===== src/rtl/uart_rx.sv =====
// -----------------------------------------------------------------------------
// uart_rx -- 8N1 serial receiver, LSB first, idle-high line.
//
// The line is brought into the clock domain by a two-flop synchronizer and
// then framed by a small FSM that finds the middle of the start bit and
// samples each following bit one bit period later.
//
// Parameters
//   CLK_FREQ  system clock frequency in Hz
//   BAUD      serial bit rate in bits/s (CPB = CLK_FREQ/BAUD clocks per bit)
//
// Ports
//   clk_i          system clock, all state on the rising edge
//   rst_i          asynchronous active-high reset
//   uart_txd_in_i  asynchronous serial input
//   byte_o         last correctly framed byte, held between done pulses
//   done_o         one-cycle pulse, byte_o updated in this cycle
//   busy_o         high whenever a frame is in progress (state not idle)
//   frame_err_o    one-cycle pulse when the stop bit samples low
// -----------------------------------------------------------------------------
module uart_rx #(
   parameter int unsigned CLK_FREQ = 100_000_000,
   parameter int unsigned BAUD     = 115200
) (
   input  logic       clk_i,
   input  logic       rst_i,
   input  logic       uart_txd_in_i,
   output logic [7:0] byte_o,
   output logic       done_o,
   output logic       busy_o,
   output logic       frame_err_o
);

   localparam int unsigned CPB  = CLK_FREQ / BAUD;
   localparam int unsigned HALF = CPB / 2;
   localparam int unsigned CntW = (CPB > 1) ? $clog2(CPB) : 1;

   localparam logic [CntW-1:0] HalfLast = CntW'(HALF - 1);
   localparam logic [CntW-1:0] BitLast  = CntW'(CPB - 1);

   typedef enum logic [2:0] {
      StIdle,
      StStart,
      StData,
      StStop,
      StWaitIdle
   } state_e;

   state_e          state_q, state_d;
   logic [1:0]      sync_q;
   logic            rx_s;
   logic [CntW-1:0] cnt_q, cnt_d;
   logic [2:0]      bit_q, bit_d;
   logic [7:0]      shift_q, shift_d;
   logic [7:0]      byte_q, byte_d;
   logic            done_q, done_d;
   logic            ferr_q, ferr_d;

   assign rx_s = sync_q[1];

   // State register: synchronizer resets to idle-high so reset never looks
   // like a falling edge.
   always_ff @(posedge clk_i or posedge rst_i) begin
      if (rst_i) begin
         state_q <= StIdle;
         sync_q  <= 2'b11;
         cnt_q   <= '0;
         bit_q   <= '0;
         shift_q <= '0;
         byte_q  <= '0;
         done_q  <= 1'b0;
         ferr_q  <= 1'b0;
      end else begin
         state_q <= state_d;
         sync_q  <= {sync_q[0], uart_txd_in_i};
         cnt_q   <= cnt_d;
         bit_q   <= bit_d;
         shift_q <= shift_d;
         byte_q  <= byte_d;
         done_q  <= done_d;
         ferr_q  <= ferr_d;
      end
   end

   // Next-state logic. cnt restarts from zero on every state change.
   always_comb begin
      state_d = state_q;
      cnt_d   = cnt_q + 1'b1;
      bit_d   = bit_q;
      shift_d = shift_q;
      byte_d  = byte_q;
      done_d  = 1'b0;
      ferr_d  = 1'b0;

      unique case (state_q)
         StIdle: begin
            cnt_d = '0;
            if (!rx_s) begin
               state_d = StStart;
            end
         end

         StStart: begin
            // Mid start bit: still low means a real start, high is a glitch.
            if (cnt_q == HalfLast) begin
               cnt_d = '0;
               if (!rx_s) begin
                  state_d = StData;
                  bit_d   = '0;
               end else begin
                  state_d = StIdle;
               end
            end
         end

         StData: begin
            if (cnt_q == BitLast) begin
               cnt_d          = '0;
               shift_d[bit_q] = rx_s;
               if (bit_q == 3'd7) begin
                  state_d = StStop;
                  bit_d   = '0;
               end else begin
                  bit_d = bit_q + 3'd1;
               end
            end
         end

         StStop: begin
            // Sampled mid stop bit; returning to idle here leaves half a bit
            // of margin so a back-to-back start bit is not missed.
            if (cnt_q == BitLast) begin
               cnt_d = '0;
               if (rx_s) begin
                  byte_d  = shift_q;
                  done_d  = 1'b1;
                  state_d = StIdle;
               end else begin
                  ferr_d  = 1'b1;
                  state_d = StWaitIdle;
               end
            end
         end

         StWaitIdle: begin
            // A low line here is the tail of a broken frame, not a new start.
            cnt_d = '0;
            if (rx_s) begin
               state_d = StIdle;
            end
         end

         default: begin
            state_d = StIdle;
            cnt_d   = '0;
         end
      endcase
   end

   // Outputs.
   always_comb begin
      busy_o      = (state_q != StIdle);
      byte_o      = byte_q;
      done_o      = done_q;
      frame_err_o = ferr_q;
   end

endmodule

===== config.mk =====
export PLATFORM = sky130hd
export DESIGN_NAME = uart_rx
export DESIGN_NICKNAME = d
export VERILOG_FILES = /design/src/rtl/uart_rx.sv
export SDC_FILE = /design/constraint.sdc
export NUM_CORES = 1
export LEC_CHECK = 0
export CAP_MARGIN = 20
export CORE_AREA = 5 5 54 68
export DETAILED_ROUTE_END_ITERATION = 12
export DIE_AREA = 0 0 59 73
export DONT_BUFFER_PORTS = 1
export PLACE_DENSITY = 0.8
export REMOVE_ABC_BUFFERS = 1
export SLEW_MARGIN = 20
export SYNTH_ARGS = -nofsm -noshare
export SYNTH_HDL_FRONTEND = slang
export SYNTH_SLANG_ARGS = --single-unit

===== constraint.sdc =====
create_clock -name clk_i -period 2.14 [get_ports clk_i]
set_input_delay 0.321 -clock clk_i [delete_from_list [all_inputs] [get_ports clk_i]]
set_output_delay 0.321 -clock clk_i [all_outputs]
set_load 0.02 [all_outputs]

# == Word level (Yosys, flattened, before mapping) ==
# Cells that the tools add are included.
# classes
n_lt_le_gt_ge,2
n_eq_ne,14
muxes,26
reduce_logical,9
n_addsub,2
# ops
cell,count
$mux W3,11
$mux W10,2
$pmux W10 S2,1
$pmux W3 S5,1
$ne A2 B2 Y1 const B,7
$add A10 B1 Y10 const B,1
$eq A10 B10 Y1 const B,1
$eq A10 B9 Y1 const B,1
$bwmux W8,1
$mux W1,7
$eq A3 B2 Y1 const B,2
$eq A3 B3 Y1 const B,2
$pmux W3 S2,1
$reduce_and A6 Y1,1
$lt A3 B4 Y1 const B,1
$reduce_and A4 Y1,1
$add A3 B1 Y3 const B,1
$demux W1 S3,1
$eq A3 B1 Y1 const B,1
$ge A3 B1 Y1 const B,1
$logic_not A3 Y1,1
$reduce_and A3 Y1,1
$reduce_bool A3 Y1,1
$mux W2,1
other kinds (4),4
# word_totals
output_inout_bits,11
elab_cells,61
input_bits,3
reg_bits,36

# == Depth between registers and ports, before layout ==
# Gate-level depths: netlist (run 1).
# logic_depth
ltp_word,5
mapped_depth,6
depth_no_buf,6

# == Worst setup path before layout (run 1) ==
# No wires, ideal clock.
# synth_path
kind,reg-to-reg
from,reg cnt_q[0]
to,reg shift_q[4]
setup_time_ns,0.128
path_buffers,0
stages_incl_launch_ff,6
t_arrival_ns,1.659
required_time_ns,2.012
synth_period_minus_slack_ns,1.787
setup_slack_ns,0.353
cell_sequence,dfrtp_1 > ha_1 > and4_1 > nand4_2 > nor4b_2 > mux2_1
# synth_between
elab_chain_len,2
# synth_rtl
item,line,text
"start, declared",52,"logic [CntW-1:0] cnt_q, cnt_d;"
"start signal, assigned",76,cnt_q <= cnt_d;
$eq A10 B10 Y1,117,if (cnt_q == BitLast) begin
$reduce_and A2 Y1 (no source line),-,
"end signal, assigned",78,shift_q <= shift_d;
"end, declared",54,"logic [7:0] shift_q, shift_d;"
# Every way passes these cells.
# A chain may end at the register's enable or synchronous reset.

# == Final worst setup path (run 1) ==
# Ends and elaborated chain as after synthesis.

==> results of run 1 <==
==> sequential cells by signal, indices dropped and copies added (netlist names) <==
signal       flops
shift_q          8
frame_err_o      1
cnt_q           10
byte_o           8
sync_q           2
state_q          3
bit_q            3
done_o           1
==> power breakdown <==
part | switching [mW] | internal, mW
logic | 0.0175 | 0.00359
registers | 0.000870 | 0.684
clock network | 0.228 | 0.228
total | 0.247 | 0.916
==> Yosys cell counts, types with 3 or more instances <==
master | number | area [um2]
dfrtp_1 | 34 | 851
nor2_1 | 16 | 60.1
mux2_2 | 12 | 135
nand2_1 | 6 | 22.5
nand4_1 | 6 | 37.5
xor2_1 | 6 | 52.6
ha_1 | 4 | 50.1
mux2_1 | 4 | 45.0
a21oi_1 | 3 | 15.0
and4_1 | 3 | 26.3
buf_2 | 3 | 15.0
clkbuf_1 | 3 | 11.3
inv_1 | 3 | 11.3
nand3_1 | 3 | 15.0
nand4b_1 | 3 | 26.3
nor3_1 | 3 | 15.0
xnor2_1 | 3 | 26.3
==> path summary, 6_finish.rpt <==
kind / cells after the start / startpoint / endpoint / slack [ns]
max: 5 / cnt_q[0] / shift_q[4] / 0.12
min: 2 / rst_i / shift_q[7] / 0.02
max reg2reg: 5 / cnt_q[0] / shift_q[4] / 0.12
min reg2reg: 0 / sync_q[0] / sync_q[1] / 0.36
max in group asynchronous: 2 / rst_i / sync_q[0] / 1.78
min in group clk_i: 0 / uart_txd_in_i / sync_q[0] / 0.02
==> worst register-to-register path, delay by kind of cell (launching register included) <==
family | cells | cell delay, ns
and+or+nand+nor | 3 | 0.88
DFF | 1 | 0.41
muxes | 1 | 0.36
adders and majority gates | 1 | 0.26
==> layout make-up <==
| type | instances | area, um2 |
|---|---|---|
| clock inverters | 1 | 5.00 |
| clock buffers | 7 | 76.3 |
| flip-flops and latches | 36 | 903 |
| fillers | 242 | 1220 |
| repair buffers | 3 | 22.5 |
| multi-input cells | 98 | 769 |
| well taps | 37 | 46.3 |
| inverters | 3 | 11.3 |
==> per-layer routing <==
layer	GRT usage	up-vias
met5	0	-
met4	0.103	0
met3	0.0566	11
met2	0.284	21
met1	0.162	539
li1	-	522
==> timing repair <==
item | 4_1_cts | 5_1_grt
setup endpoints to repair | 0 | 10
hold buffers | 0 | 0
setup buffers | 0 | 0
resized for setup | 0 | 1
==> kinds of logic (layout without fill, tap and decap cells) <==
family | after synthesis | in the layout | synth area share
AOI/OAI and AO/OA | 14 | 14 | 0.0601
xor gates and xnor gates | 9 | 9 | 0.0462
adders and majority gates | 4 | 4 | 0.0293
buffers and inverters | 10 | 14 | 0.0242
DFF | 36 | 36 | 0.529
muxes | 16 | 16 | 0.105
and+or+nand+nor | 55 | 55 | 0.206
==> flow_results.org, run 1 <==
** Status
- Outcome :: completed

** Floorplan
- Vertical extent of the die :: 73 um
- Number of top-level design ports :: 14
- Die Wd :: between 50 and 60 um
- The die covers 4310 um2.
- Effective utilization at floorplan :: 0.560
- In this run the standard cell core region covers 3050 um2.
- Number of placement rows :: 23

** Timing
- Final period utilization :: 0.945
- Final number of setup-violating endpoints :: 0
- Clock skew after layout :: 0.00598 ns
- Once routing completed, OpenROAD measured the worst setup slack at between 0.1 and 0.15 ns.
- Post-route worst hold slack :: ~0.016 ns
- The final max-slew violation count is 0.
- Setup repair after global routing left no endpoint under its margin.
- Derived from the worst setup path, the maximum achievable clock frequency is 0.494 GHz.
- The clock period could shrink to approximately 2 ns.
- Slew @ Worst Pin :: 0.477 ns
- Headroom to the max-slew limit :: 0.681
- Setup tns final :: 0 ns
- The number of hold violations in the final report is 0.

** Global route
- The first global-routing pass estimated 5.14 mm of wire.
- The initial antenna violation count is 0.
- Summed over all layers, the global routing overflow is 0.
- The number of global-route vias before repair is around 1.2k.
- All-layer global routing usage :: 0.163
- Maximum number of pins on one net before global-route repair :: 37

** Route
- Final routed DRC violation total :: 0
- Routed vias :: approximately 1.1k
- After detailed routing, no signal wire sits above met4.
- Routed length per placed instance :: 16.8 um
- Avg Vias per Cell :: 5.91
- Post-route ant nets :: 0
- In the detailed route, the total length drawn on met3 is 114 um.
- Routed length on met1 :: 1.23 mm
- Routed WL :: between 3 and 4 mm
- Number of DRC violations after detailed-routing iteration 0 :: 38
- For this run, the detailed router's first-pass iteration total came to 4.
- After detailed routing, the met2 layer carries about 1.7 mm of wire.

** Placed design
- The congestion estimate from routability-driven global placement came to 0.888.
- The placed instances occupy a cell area of 1750 um2.
- In this run the tool buffered the top-level ports with 0 buffer cells.
- Timing analysis after detailed placement gives a worst setup slack of 0.104 ns.
- Total half-perimeter wirelength after legalization and detailed placement :: 2.20 mm
- Including well taps, the total number of placed cells is 177.

** Worst setup path
- Buffer and inverter count on the worst path :: 0
- On the critical path, the stage with the largest delay is an instance of dfrtp_1.
- Critical Path Max Stage Delay :: 0.41 ns
- Data arrives at the worst endpoint at roughly 2.2 ns.
- Crit end category :: flip-flop
- Critical Path Source Type :: flip-flop
- CP delay by family, top :: simple AND/OR/NAND/NOR gates
- Cell breakdown of the critical path :: ha_1 > and4_1 > nand4_2 > nor4b_2 > mux2_1
- The critical path in this run is classified as reg -> reg.
- In this run the worst path has a maximum fanout of 5.
- STA puts the critical path data required time at 2.31 ns.

** Clocking
- Clk Latency, worst-skew pair :: 0.29 ns
- After clock tree synthesis, the clock-pin slew on the worst setup and hold paths is 0.07 ns.
- The number of clock buffers added by TritonCTS is 5.
- Maximum root-to-sink buffer count :: 2
- The clock tree synthesis step divided the H-tree into 2 levels.
- In this run the clock root is driven by a clkbuf_8.
- Sink count of the clock tree :: 36
- TritonCTS built the clock tree.

** Hold path
- Worst Hold Class :: in -> async

** Synthesis
- Post-Synthesis Mean Instance Area :: 11.9 um2
- The Yosys step of the flow raised 0 warnings.
- Counting flops with an async set or reset pin after synthesis yields a share of 1.00.
- The cell area that synthesis handed to floorplanning was 1710 um2.
- Portion of the post-synthesis area used by sequential elements :: 0.529
- Counting distinct cell types in the post-synthesis netlist gives 41.
- Count of state elements after synthesis :: 36
- EDFF count, synth :: 0
- Counting every instance in the synthesized netlist gives between 100 and 150.
- Most used flip-flop cell after synthesis :: dfrtp_1

** Pwr
- The design draws about 1.2 mW.
- Summed over all cells, the static leakage comes to 0.833 nW.
- Cell Pwr Density :: 634 nW/um2
- Max IR drop VDD :: roughly 0.56 mV

** Final layout
- Layout-stage area growth over the synthesis result :: 7.40%
- Antenna cells :: 0
- For this run, the share of the core covered by cells in the final layout is 0.601.
- Most frequent cells in the layout :: 34 x dfrtp_1, 16 x nor2_1, 12 x mux2_2
- In the final layout, the share of cells above drive strength 1 is 0.216.
- Most common cell after layout, fill and taps aside :: dfrtp_1
- Post-Layout Cell Count :: 185
- With fillers left out, the area of the finished cells amounts to 1830 um2.
- The final layout contains 154 nets.

** Job
- Max-cap violations in this run came to 0.
No activity file was read; power rests on OpenSTA's default activity.
==> inputs of run 2 (changes only) <==
- MAX_ROUTING_LAYER: not set -> met4
==> flow_results.org, run 2 (synthesized netlist as in run 1, its figures left out) <==
** Timing
- Slew @ Worst Pin :: 0.477 ns (-0.000117 ns)
- Final period utilization :: 0.943 (-0.00189)
- Setup repair after global routing left no endpoint under its margin.
- Min setup slack post-route :: 0.121 ns (+0.00405 ns)
- Total count of max-transition violations in the final report :: 0 (unchanged)
- The highest clock rate is 0.495 GHz (+0.20%).
- The number of endpoints failing setup at the final stage came to 0 (unchanged).
- Setup tns final :: 0 ns (unchanged)
- Clock skew after layout :: 0.00567 ns (-0.000311 ns)
- The remaining max-slew budget at the tightest pin is 0.681 (about the same).
- Final critical-path required period :: 2.02 ns (-0.00405 ns)
- The number of hold violations in the final report was 0 (unchanged).

** Global route
- All-layer global routing usage :: 0.168 (+0.00475)
- Maximum number of pins on one net before global-route repair :: 37 (unchanged)
- Via count of the first global-routing pass :: 1152 (-0.087%)
- The initial antenna violation count was 0 (unchanged).
- Global-route wire length before repair :: 5.13 mm (-0.14%)
- The aggregate global routing overflow was 0 (unchanged).

** Pwr
- The portion of total power attributed to sequential cells came to 0.589 (about the same).
- Combinational Power Share :: 0.018 (about the same)
- Leakage component of the power :: 0.833 nW (unchanged)
- Max IR drop VDD :: 0.559 mV (about the same)
- Internal Pwr Total :: 0.916 mW (about the same)
- Post-layout power :: 1.16 mW (about the same)
- Part of the power in the clock network :: 0.393 (about the same)
- The switching fraction of total power was 0.213 (+0.000283).
- The switching power summed over all nets came to 0.247 mW (+0.17%).
- The ratio of total power to cell area is 634 nW/um2 (about the same).

** Clocking
- Post-CTS sizing :: 0 (unchanged)
- TritonCTS built the clock tree.
- Root buffer cell :: clkbuf_8
- Total CTS buffers :: 5 (unchanged)
- Clock Pin Slew Worst Setup and Hold Paths :: 0.07 ns (about the same)
- The count of buffers added by post-CTS timing repair for setup is 0 (unchanged).
- The hold buffer count at cts came to 0 (unchanged).
- The total number of clock tree sinks came to 36 (unchanged).
- The clock latency reported for the late side of the worst-skew pair is 0.29 ns (about the same).
- Number of H-tree levels :: 2 (unchanged)
- Maximum root-to-sink buffer count :: 2 (unchanged)

** Placed design
- Total half-perimeter wirelength after legalization and detailed placement :: 2.20 mm (unchanged)
- Count of input and output buffers :: 0 (unchanged)
- Final Wtd Congestion :: 0.902 (+1.7%)
- Setup slack after placement :: 0.104 ns (unchanged)

** Final layout
- The fill cell total of the finished layout is 242 (unchanged).
- Final layout net count :: 154 (unchanged)
- The area added between synthesis and finish came to 7.40% (unchanged).
- Flip-flop count of the largest register, all copies and words added :: 10 (unchanged)
- Antenna cells :: 0 (unchanged)
- Layout cells sized above 1 :: 0.216 (unchanged)
- Multi-input logic area :: 769 um2 (unchanged)
- Reg area :: 903 um2 (unchanged)
- Ranked by flip-flop count, first place goes to cnt_q.
- Most common cell after layout, fill and taps aside :: dfrtp_1
- Most frequent cells in the layout :: 34 x dfrtp_1, 16 x nor2_1, 12 x mux2_2

** Route
- Routed WL :: 3.09 mm (-0.26%)
- The number of design rule violations left after detail routing is 0 (unchanged).
- Number of DRC violations after detailed-routing iteration 0 :: 43 (+13%)
- The routed via count is 1103 (+0.91%).
- Avg Vias per Cell :: 5.96 (+0.91%)
- The detailed-router iteration count before antenna repair came to 4 (unchanged).
- Routed length per placed instance :: 16.7 um (-0.26%)
- The residual antenna-violating net count after detailed routing came to 0 (unchanged).

** Worst setup path
- Length in cells of the worst reg-to-reg path :: 5 (unchanged)
- Reg-to-Reg Start :: cnt_q[0]
- The highest fanout seen on the critical path came to 5 (unchanged).
- Crit end category :: flip-flop
- Arrival time worst endpoint :: 2.19 ns (about the same)
- Following the worst setup path forward leads to its endpoint at shift_q[4].
- The critical path data required time is 2.31 ns (about the same).
- The critical path starts at cnt_q[0].
- The register-to-register setup slack was 0.12 ns (about the same).
- The critical path is of the reg -> reg type.
- Critical Path Source Type :: flip-flop
- Destination of the worst register-to-register timing path :: shift_q[4]

** Floorplan
- The x dimension of the die came to 59 um (unchanged).
- Number of placement rows :: 23 (unchanged)
- Vertical extent of the die :: 73 um (unchanged)
- Overall die area :: 4310 um2 (unchanged)
- The number of top-level pins is 14 (unchanged).
- Placeable core region :: 3050 um2 (unchanged)
- Effective utilization at floorplan :: 0.560 (unchanged)

** Status
- The flow ran to the end, and the final reports show no timing, DRC or antenna violations.

** Hold path
- In this run the worst hold path is classified as in -> async.

** Job
- The count of maximum capacitance violations was 0 (unchanged).
-- run 2: cell counts in the layout (fill, tap and decap cells not counted) --
No cell type changed its count.
-- run 2: cell type report --
class                   count  area share
flip-flops and latches     36       0.492
repair buffers              3      0.0123
well taps                  37      0.0252
multi-input cells          98       0.420
clock inverters             1     0.00273
clock buffers               7      0.0416
inverters                   3     0.00614
-- run 2: power groups by stage --
stage	Clock, mW	Sequential (mW)	Combinational [mW]
2_1_floorplan	0	0.699	0.0118
3_3_place_gp	0	0.697	0.0209
3_5_place_dp	0	0.697	0.0222
4_1_cts	0.470	0.685	0.0224
5_1_grt	0.487	0.685	0.0255
6_report	0.457	0.685	0.0211
-- run 2: worst max-delay path, cell delays in order, from the launching register on --
cell,delay [ns]
dfrtp_1,0.41
ha_1,0.25
and4_1,0.33
nand4_2,0.22
nor4b_2,0.33
mux2_1,0.36
-- run 2: worst min path at each step --
stage	start	endpoint	depth (start not counted)
6_report	rst_i	byte_o[2]	2
5_1_grt	uart_txd_in_i	sync_q[0]	0
4_1_cts	uart_txd_in_i	sync_q[0]	0
2_1_floorplan	uart_txd_in_i	sync_q[0]	0
3_5_place_dp	uart_txd_in_i	sync_q[0]	0
3_3_place_gp	rst_i	byte_o[2]	2
-- run 2: routing by layer --
metal / global-route usage / vias to the layer above / part of all wire
met3: 0.0566 / 13 / 0.038
met5: - / - / 0
li1: - / 523 / -
met4: 0.103 / 0 / 0.034
met1: 0.162 / 544 / 0.39
met2: 0.284 / 23 / 0.54
-- run 2: metrics by stage --
step,cells,hold slack [ns],instance area [um2],util
6_report,185,0.0161,1830,0.601
5_1_grt,185,0.00657,1830,0.601
4_1_cts,185,0.0143,1830,0.599
3_5_place_dp,177,0.326,1750,0.573
3_3_place_gp,177,0.326,1750,0.573
2_1_floorplan,137,0.325,1680,-
